**config.mk**
```make
export PLATFORM = sky130hd
export DESIGN_NAME = ccff_loader
export DESIGN_NICKNAME = d
export VERILOG_FILES = /design/src/rtl/ccff_loader.sv
export SDC_FILE = /design/constraint.sdc
export NUM_CORES = 1
export LEC_CHECK = 0
export CAP_MARGIN = 0
export CELL_PAD_IN_SITES_DETAIL_PLACEMENT = 2
export CELL_PAD_IN_SITES_GLOBAL_PLACEMENT = 2
export CORE_ASPECT_RATIO = 0.7
export CORE_UTILIZATION = 32
export CTS_CLUSTER_DIAMETER = 30
export DETAILED_ROUTE_END_ITERATION = 8
export PLACE_DENSITY = 0.88
export SYNTH_ARGS = -nofsm -noshare
export SYNTH_HDL_FRONTEND = slang
export SYNTH_SLANG_ARGS = --single-unit
```
**constraint.sdc**
```tcl
create_clock -name prog_clk -period 3.13 [get_ports prog_clk]
set_clock_uncertainty 0.05 [all_clocks]
set_input_delay 0.4695 -clock prog_clk [delete_from_list [all_inputs] [get_ports prog_clk]]
set_output_delay 0.4695 -clock prog_clk [all_outputs]
set_load 0.02 [all_outputs]
```
**src/rtl/ccff_loader.sv**
```systemverilog
// ccff_loader: serialises cfg words LSB-first into the ccff chain; `CCFF_READBACK_EN adds a CRC readback verify pass.
// Latency: word accepted at edge t -> bit0 on ccff_head at t+1; cfg_ready holds off until the word buffer drains.
module ccff_loader #(
  parameter int CHAIN_LEN = 1000,
  parameter int WORD_W    = 32
) (
  input  logic              prog_clk,
  input  logic              prog_reset,
  input  logic              start,
  input  logic [WORD_W-1:0] cfg_data,
  input  logic              cfg_valid,
  output logic              cfg_ready,
  output logic              ccff_head,
  output logic              ccff_shift_en,
  input  logic              ccff_tail,
  output logic              busy,
  output logic              done,
  output logic              verify_err
);

  localparam int CNT_W = $clog2(CHAIN_LEN + 1);
  localparam int REM_W = $clog2(WORD_W + 1);

  typedef enum logic [1:0] {IDLE, LOAD, VERIFY, FINISH} state_t;

  state_t            state, state_nxt;
  logic [CNT_W-1:0]  bit_cnt;
  logic [WORD_W-1:0] word_buf;
  logic [REM_W-1:0]  buf_rem;
  logic              streaming;
  logic              all_bits;
  logic              accept;
  logic              emit;
  logic              shift_bit;
  logic              start_load;
  logic              pass_end;

  assign streaming  = (state == LOAD) || (state == VERIFY);
  assign all_bits   = (bit_cnt == CNT_W'(CHAIN_LEN));
  assign start_load = (state == IDLE) && start;
  assign pass_end   = streaming && all_bits;
  assign accept     = cfg_valid && cfg_ready;
  // buf_rem counts bits still waiting behind ccff_head; a new word is taken the cycle it reaches 0
  assign emit       = streaming && !all_bits && (accept || (buf_rem != '0));
  assign shift_bit  = accept ? cfg_data[0] : word_buf[0];

  always_ff @(posedge prog_clk) begin
    if (prog_reset) begin
      state <= IDLE;
    end else begin
      state <= state_nxt;
    end
  end

  always_comb begin
    state_nxt = state;
    case (state)
      IDLE:    if (start) state_nxt = LOAD;
`ifdef CCFF_READBACK_EN
      LOAD:    if (all_bits) state_nxt = VERIFY;
`else
      LOAD:    if (all_bits) state_nxt = FINISH;
`endif
      VERIFY:  if (all_bits) state_nxt = FINISH;
      FINISH:  state_nxt = IDLE;
      default: state_nxt = IDLE;
    endcase
  end

  always_comb begin
    cfg_ready = 1'b0;
    busy      = 1'b0;
    done      = 1'b0;
    if (state != IDLE) busy = 1'b1;
    if (state == FINISH) done = 1'b1;
    if (streaming && !all_bits && (buf_rem == '0)) cfg_ready = 1'b1;
  end

  always_ff @(posedge prog_clk) begin
    if (prog_reset) begin
      bit_cnt       <= '0;
      word_buf      <= '0;
      buf_rem       <= '0;
      ccff_head     <= 1'b0;
      ccff_shift_en <= 1'b0;
    end else begin
      ccff_shift_en <= emit;
      // leftover upper bits of the final word are dropped here
      if (start_load || pass_end) begin
        bit_cnt  <= '0;
        word_buf <= '0;
        buf_rem  <= '0;
      end else if (emit) begin
        bit_cnt   <= bit_cnt + 1'b1;
        ccff_head <= shift_bit;
        if (accept) begin
          word_buf <= cfg_data >> 1;
          buf_rem  <= REM_W'(WORD_W - 1);
        end else begin
          word_buf <= word_buf >> 1;
          buf_rem  <= buf_rem - 1'b1;
        end
      end
    end
  end

`ifdef CCFF_READBACK_EN
  logic [15:0] crc_load;
  logic [15:0] crc_tail;
  logic [15:0] crc_tail_nxt;

  function automatic logic [15:0] crc16_step(input logic [15:0] crc, input logic b);
    return {crc[14:0], 1'b0} ^ ((crc[15] ^ b) ? 16'h1021 : 16'h0000);
  endfunction

  assign crc_tail_nxt = ccff_shift_en ? crc16_step(crc_tail, ccff_tail) : crc_tail;

  always_ff @(posedge prog_clk) begin
    if (prog_reset) begin
      crc_load   <= 16'hFFFF;
      crc_tail   <= 16'hFFFF;
      verify_err <= 1'b0;
    end else if (start_load) begin
      crc_load   <= 16'hFFFF;
      crc_tail   <= 16'hFFFF;
      verify_err <= 1'b0;
    end else begin
      if ((state == LOAD) && ccff_shift_en) crc_load <= crc16_step(crc_load, ccff_head);
      // the last tail bit is folded in on the same edge as the compare
      if (state == VERIFY) begin
        crc_tail <= crc_tail_nxt;
        if (all_bits && (crc_tail_nxt != crc_load)) verify_err <= 1'b1;
      end
    end
  end
`else
  logic unused_tail;
  assign unused_tail = ccff_tail;
  assign verify_err  = 1'b0;
`endif

endmodule

```
==> reports/results.md, run 1 <==
| Item | Reported | Unit |
|:---|:---|:---|
| Antenna violations before repair | 0 | - |
| Clock root cell | sky130_fd_sc_hd__clkbuf_8 | - |
| Fin crit share | 0.877 | - |
| Startpoint type of the worst setup path | flop | - |
| Setup repair after global routing missed its margin | false | - |
| Via count | 2308 | - |
| Number of antenna cells inserted | 0 | - |
| Drt wl/cell | 17.9 | um |
| Register area | 0.00102 | mm^2 |
| Worst path slowest cell | sky130_fd_sc_hd__or4_4 | - |
| Power Internal | 1.09 | mW |
| Reg-to-reg critical path startpoint | buf_rem[3] | - |
| Share of cells above drive strength 1 | 0.0808 | - |
| P per Cell Area | 533 | mW/mm^2 |
| Mean number of vias per cell | 5.39 | - |
| Number of unique standard cell types used by synthesis | 39 | - |
| Total area of multi-input combinational cells | 0.00121 | mm^2 |
| Post-Syn Area per Cell | 7.97 | um^2 |
| I/O Buffers | 40 | - |
| Hold slack | 0.395 | ns |
| Total power consumption of the routed design | 1.59 | mW |
| Y dimension of the die | 74.2 | um |
| Cell depth of the worst hold path | 2 | - |
| Reported net switching power | 0.496 | mW |
| Number of core rows | 25 | - |
| Slew Limit Fails | 0 | - |
| Count of endpoints failing setup in the final report | 0 | - |
| Maximum clock frequency | 0.364 | GHz |
| TritonCTS sink count | 51 | - |
| Clock tree from TritonCTS | yes | - |
| Register bit count reported by yosys | 51 | - |
| Antenna viol nets, final | 0 | - |
| Number of hold violations in the final report | 0 | - |
| P_leak | 1.06 | nW |
| R2r setup slk | 0.77 | ns |
| Critical Path Sink Type | output pin | - |
| Initial core utilization | 0.342 | - |
| Maximum buffer depth of the clock tree | 2 | - |
| Post-CTS setup buffers | 0 | - |
| Required @ worst endpoint | 2.61 | ns |
| DRC viols | 0 | - |
| Global-route wire length before repair | 12500 | um |
| Pre-antenna DRT Iters | 4 | - |
| Maximum number of pins on one net before global-route repair | 41 | - |
| Worst Path Max Fanout | 5 | - |
| Hold-fix buffers at CTS | 0 | - |
| Number of buffers created by CTS | 5 | - |
| Setup WS post-layout | 0.384 | ns |
| Critical path data arrival time | 2.23 | ns |
| CP Cell Sequence | inv_1 -> ha_1 -> nand4_1 -> or4_4 -> and2_0 -> and2b_2 -> dlymetal6s2s_1 | - |
| Beginning of the worst hold path | word_buf[9] | - |
| Final sum of negative setup slack | 0 | ns |
| Terminating pin of the worst hold path | word_buf[8] | - |
| Run status | finished, final reports clean | - |
| Headroom to the max-slew limit | 0.547 | - |
| Worst reg2reg endpoint | word_buf[10] | - |
| Share of synthesized area occupied by flip-flops and latches | 0.429 | - |
| Combinational power share | 0.245 | - |
| Crit path time final | 2.75 | ns |
| Sequential share of power | 0.461 | - |
| Half-perimeter wire length of the detailed placement result | 5160 | um |
| Number of top-level design ports | 43 | - |
| Overall die area | 0.00780 | mm^2 |
| WS Path Type | reg -> out | - |
| Overall overflow remaining after global route | 0 | - |
| CTS H-tree depth | 2 | - |
| Total global-route track usage | 0.204 | - |
| Number of violations of the max-capacitance limit | 0 | - |
| Cell count of the worst reg-to-reg path | 6 | - |
| Worst setup timing slack at the placement stage | 0.324 | ns |
| Largest voltage drop on the vdd net | 194 | uV |
| Count of filler cells inserted in the layout | 800 | - |
| Yosys Warn Count | 0 | - |
| Critical Path Max Stage Delay | 0.56 | ns |
| RD Place Congestion | 0.733 | - |
| Buffer and inverter count on the worst path | 2 | - |
| Mapped Cells | 299 | - |
| Dominant synthesized flop cell | sky130_fd_sc_hd__dfxtp_1 | - |
| Cell area after technology mapping | 0.00238 | mm^2 |
| Switching power as a share of total power | 0.313 | - |
| Part of the power in the clock network | 0.295 | - |
| EDFF count, synth | 0 | - |
| Type of the tightest min-delay check | reg -> reg | - |
| Async set or reset register ratio after synthesis | 0 | - |
| Number of DRC violations after detailed-routing iteration 0 | 88 | - |
| Via count of the first global-routing pass | 2526 | - |
| Family with the most delay on the worst path | simple AND/OR/NAND/NOR gates | - |
| Die Wd | 105 | um |
| Clock network latency to the later pin of the worst-skew pair | 0.31 | ns |
| Core box area | 0.00698 | mm^2 |
| CTS clk-pin slew, worst paths | 0.10 | ns |
| Start point of the critical path | bit_cnt[0] | - |
| Total detailed-routing wirelength | 7660 | um |
| Number of nets in the layout | 378 | - |
| Number of nets produced by synthesis | 343 | - |
| Transition time at the pin with the least slew margin | 0.679 | ns |
| Area delta synth->final | 25.1 | % |
how the worst max path moves through the flow:
stage | slack (ns) | cells after the start | to
after global placement | 0.40 | 7 | cfg_ready
after global routing | 0.27 | 7 | cfg_ready
after detailed placement | 0.32 | 7 | cfg_ready
final | 0.38 | 7 | cfg_ready
after floorplan | 0.95 | 6 | cfg_ready
after CTS | 0.04 | 7 | cfg_ready
power by group through the flow:
stage / clock [mW] / combinational, mW / sequential [mW]
detailed placement: 0 / 0.384 / 0.744
floorplan: 0 / 0.251 / 0.736
CTS: 0.477 / 0.394 / 0.731
global route: 0.503 / 0.427 / 0.736
global placement: 0 / 0.366 / 0.739
finish: 0.468 / 0.388 / 0.731
synthesized netlist by cell type (5+ instances only):
master / count / share of area
sky130_fd_sc_hd__inv_1: 8 / 0.013
sky130_fd_sc_hd__a31oi_1: 7 / 0.018
sky130_fd_sc_hd__buf_6: 5 / 0.024
sky130_fd_sc_hd__nor3_1: 5 / 0.011
sky130_fd_sc_hd__a21oi_1: 59 / 0.12
sky130_fd_sc_hd__dfxtp_1: 51 / 0.43
sky130_fd_sc_hd__o21ai_0: 36 / 0.076
sky130_fd_sc_hd__clkbuf_1: 12 / 0.019
sky130_fd_sc_hd__xnor2_1: 7 / 0.026
sky130_fd_sc_hd__nand2_1: 43 / 0.068
sky130_fd_sc_hd__ha_1: 7 / 0.037
sky130_fd_sc_hd__nor2_1: 16 / 0.025
metrics by stage:
step	util	cells	cell area, um^2
floorplan	-	299	2380
CTS	0.427	428	2980
global placement	0.411	421	2870
finish	0.427	428	2980
global route	0.427	428	2980
detailed placement	0.411	421	2870
cell type report:
| class | count | share of cell area |
|---|---|---|
| multi-input combinational | 218 | 0.408 |
| sequential | 51 | 0.343 |
| inverter | 8 | 0.0101 |
| clock inverter | 2 | 0.0126 |
| clock buffer | 5 | 0.0231 |
| tap | 94 | 0.0395 |
| timing repair buffer | 50 | 0.165 |
flip-flops by register name (all words and copies together), names as in the netlist:
| register | flops |
|---|---|
| ccff_shift_en | 1 |
| bit_cnt | 10 |
| ccff_head | 1 |
| word_buf | 31 |
| state | 2 |
| buf_rem | 6 |
cell families after synthesis:
group / count (synthesis) / share of synthesized area
fa+ha+maj: 7 / 0.0368
buf+inv: 30 / 0.0667
mux: 1 / 0.00420
simple gates: 91 / 0.186
compound gates: 110 / 0.246
other cells: 1 / 0.00157
flops: 51 / 0.429
xor+xnor: 8 / 0.0294
worst register-to-register path: stages (launching register included):
cell	delay (ns)
sky130_fd_sc_hd__dfxtp_1	0.35
sky130_fd_sc_hd__or3_4	0.41
sky130_fd_sc_hd__or3b_1	0.55
sky130_fd_sc_hd__or3_1	0.43
sky130_fd_sc_hd__buf_4	0.25
sky130_fd_sc_hd__nand2_1	0.15
sky130_fd_sc_hd__a21oi_1	0.06
cells in the final DEF, fill, tap and decap left out, types with 5 or more instances in the layout:
| cell type | n |
|---|---|
| sky130_fd_sc_hd__o21ai_0 | 36 |
| sky130_fd_sc_hd__nand2_1 | 43 |
| sky130_fd_sc_hd__nor2_1 | 15 |
| sky130_fd_sc_hd__a21oi_1 | 59 |
| sky130_fd_sc_hd__inv_1 | 8 |
| sky130_fd_sc_hd__dfxtp_1 | 51 |
| sky130_fd_sc_hd__buf_4 | 9 |
| sky130_fd_sc_hd__a31oi_1 | 7 |
| sky130_fd_sc_hd__ha_1 | 7 |
| sky130_fd_sc_hd__clkdlybuf4s50_1 | 39 |
| sky130_fd_sc_hd__nor3_1 | 5 |
| sky130_fd_sc_hd__clkbuf_8 | 5 |
| sky130_fd_sc_hd__xnor2_1 | 7 |
layer usage:
layer | part of all wire | GRT usage
met4 | 0.0073 | 0.0454
met1 | 0.46 | 0.248
met3 | 0.029 | 0.0324
met5 | 0 | 0
met2 | 0.50 | 0.388
what timing repair did:
| item | 4_1_cts | 5_1_grt |
|---|---|---|
| gates resized for setup | 1 | 1 |
| gates cloned | 0 | 0 |
| endpoints found under the hold margin | 0 | 0 |
| setup endpoints to repair | 1 | 1 |
(Power assumes the default switching activity.)
==> run 2, diff against run 1 <==
--- a/config.mk
+++ b/config.mk
@@ -13,6 +13,7 @@
 export CTS_CLUSTER_DIAMETER = 30
 export DETAILED_ROUTE_END_ITERATION = 8
 export PLACE_DENSITY = 0.88
+export RECOVER_POWER = 25
 export SYNTH_ARGS = -nofsm -noshare
 export SYNTH_HDL_FRONTEND = slang
 export SYNTH_SLANG_ARGS = --single-unit
==> run 2 against run 1 <==
- non-clock buffer count unchanged
- final cell count unchanged
- flip-flop and latch count unchanged
- maximum frequency down 1.5%
- routed wire length down 0.56%
- combinational power down 3%
- sequential share of layout area up 0.42 points
- clock-buffer cell count unchanged
- core utilization down 0.52 points
- critical endpoint unchanged
==> reports/results.md, run 2 (same netlist as run 1, synthesis figures left out) <==
| Item | Reported | Unit |
|:---|:---|:---|
| Antenna viol nets, final | 0 | - |
| Core box area | 0.00698 | mm^2 |
| Type of the tightest min-delay check | reg -> reg | - |
| # placed instances | 421 | - |
| TritonCTS sink count | 51 | - |
| Reg with most FFs | word_buf | - |
| Headroom to the max-slew limit | 0.451 | - |
| Clock tree from TritonCTS | yes | - |
| Total global-route track usage | 0.204 | - |
| Pre-antenna DRT Iters | 4 | - |
| Most common cell after layout, fill and taps aside | sky130_fd_sc_hd__a21oi_1 | - |
| Number of violations of the max-capacitance limit | 0 | - |
| CTS H-tree depth | 2 | - |
| Final sum of negative setup slack | 0 | ns |
| P_leak | 1.05 | nW |
| Die Wd | 105 | um |
| Slew Limit Fails | 0 | - |
| Share of cells above drive strength 1 | 0.0659 | - |
| Total detailed-routing wirelength | 7610 | um |
| P per Cell Area | 535 | mW/mm^2 |
| Mean number of vias per cell | 5.34 | - |
| Largest register FFs | 31 | - |
| Number of DRC violations after detailed-routing iteration 0 | 91 | - |
| Antenna violations before repair | 0 | - |
| Run status | finished, final reports clean | - |
| Largest voltage drop on the vdd net | 194 | uV |
| Maximum clock frequency | 0.359 | GHz |
| Y dimension of the die | 74.2 | um |
| RD Place Congestion | 0.733 | - |
| Number of core rows | 25 | - |
| Critical Path Sink Type | output pin | - |
| Number of nets in the layout | 378 | - |
| Combinational power share | 0.240 | - |
| Switching power as a share of total power | 0.313 | - |
| WS Path Type | reg -> out | - |
| Sequential share of power | 0.464 | - |
| Largest registers | word_buf x31, bit_cnt x10, buf_rem x6 | - |
| Startpoint type of the worst setup path | flop | - |
| Area delta synth->final | 23.6 | % |
| Overall die area | 0.00780 | mm^2 |
| Setup repair after global routing missed its margin | false | - |
| Reported net switching power | 0.493 | mW |
| I/O Buffers | 40 | - |
| Half-perimeter wire length of the detailed placement result | 5160 | um |
| Maximum buffer depth of the clock tree | 2 | - |
| Overall overflow remaining after global route | 0 | - |
| Via count | 2286 | - |
| Critical path data arrival time | 2.27 | ns |
| Count of endpoints failing setup in the final report | 0 | - |
| Maximum number of pins on one net before global-route repair | 41 | - |
| Number of buffers created by CTS | 5 | - |
| Number of hold violations in the final report | 0 | - |
| Clock root cell | sky130_fd_sc_hd__clkbuf_8 | - |
| Required @ worst endpoint | 2.61 | ns |
| Fin crit share | 0.891 | - |
| Number of antenna cells inserted | 0 | - |
| Drt wl/cell | 17.8 | um |
| CTS clk-pin slew, worst paths | 0.10 | ns |
| Initial core utilization | 0.342 | - |
| Number of top-level design ports | 43 | - |
| Global-route wire length before repair | 12500 | um |
| Part of the power in the clock network | 0.296 | - |
| Via count of the first global-routing pass | 2526 | - |
| Crit path time final | 2.79 | ns |
| Most frequent cells in the layout | sky130_fd_sc_hd__a21oi_1, sky130_fd_sc_hd__dfxtp_1, sky130_fd_sc_hd__nand2_1, sky130_fd_sc_hd__o21ai_0, sky130_fd_sc_hd__clkdlybuf4s50_1 | - |
| Clock network latency to the later pin of the worst-skew pair | 0.31 | ns |
| Power Internal | 1.08 | mW |
| Worst Path Max Fanout | 5 | - |
| Post-route insts no fill | 428 | - |
| DRC viols | 0 | - |
| Transition time at the pin with the least slew margin | 0.823 | ns |
==> run 2: cell types whose count changed in the layout (fill, tap and decap cells not counted) <==
cell                              before  now
sky130_fd_sc_hd__nor4_2                1    0
sky130_fd_sc_hd__clkbuf_2              0    1
sky130_fd_sc_hd__dlygate4sd3_1         0    4
sky130_fd_sc_hd__or4_4                 1    0
sky130_fd_sc_hd__buf_4                 9    6
sky130_fd_sc_hd__clkdlybuf4s50_1      39   35
sky130_fd_sc_hd__nor4_1                3    4
sky130_fd_sc_hd__or4_1                 0    1
sky130_fd_sc_hd__clkbuf_1              0    3
sky130_fd_sc_hd__buf_12                1    0
==> run 2: final timing paths <==
check / from / end / slack, ns / depth (start not counted)
setup / recovery: bit_cnt[0] / cfg_ready / 0.34 / 7
hold reg to reg: word_buf[9] / word_buf[8] / 0.40 / 2
hold / removal: word_buf[9] / word_buf[8] / 0.40 / 2
setup reg to reg: buf_rem[0] / bit_cnt[1] / 0.38 / 8
==> run 2: layer usage <==
layer / vias up / share of wire / track usage
met1: 1139 / 0.47 / 0.248
li1: 1109 / - / -
met3: 7 / 0.025 / 0.0324
met5: - / 0 / 0
met2: 31 / 0.50 / 0.388
met4: 0 / 0.0077 / 0.0454
==> run 2: area by class of cell <==
cell class	instances	area (um^2)
fill	809	4030
tap	94	118
clock inverter	2	37.5
inverter	8	30.0
multi-input combinational	218	1200
clock buffer	5	68.8
timing repair buffer	50	464
sequential	51	1020
==> run 2: timing repair <==
action / CTS / global route
resized for setup: 1 / 1
buffers inserted: 0 / 0
endpoints found under the setup margin: 1 / 1
pin swaps: 0 / 0
hold buffers: 0 / 0
==> run 2: power groups by stage <==
stage	combinational [mW]	sequential (mW)	clock [mW]
floorplan	0.251	0.736	0
global placement	0.366	0.739	0
detailed placement	0.384	0.744	0
CTS	0.394	0.731	0.477
global route	0.416	0.736	0.503
finish	0.378	0.731	0.466
==> run 2: through the flow <==
| step | cell area (um^2) | total power, mW | setup slack [ns] | util | hold slack, ns |
|---|---|---|---|---|---|
| 2_1_floorplan | 2380 | 0.987 | 0.953 | - | 0.377 |
| 5_1_grt | 2940 | 1.65 | 0.180 | 0.422 | 0.432 |
| 6_report | 2940 | 1.57 | 0.342 | 0.422 | 0.397 |
| 3_3_place_gp | 2870 | 1.10 | 0.401 | 0.411 | 0.386 |
| 3_5_place_dp | 2870 | 1.13 | 0.324 | 0.411 | 0.402 |
| 4_1_cts | 2980 | 1.60 | 0.0421 | 0.427 | 0.407 |
==> run 2: worst max-delay path, stage by stage (launching register included) <==
cell and delay [ns]:
sky130_fd_sc_hd__dfxtp_1 0.38, sky130_fd_sc_hd__inv_1 0.08, sky130_fd_sc_hd__ha_1 0.15, sky130_fd_sc_hd__nand4_1 0.14, sky130_fd_sc_hd__or4_1 0.61, sky130_fd_sc_hd__and2_0 0.22
sky130_fd_sc_hd__and2b_2 0.18, sky130_fd_sc_hd__dlymetal6s2s_1 0.20
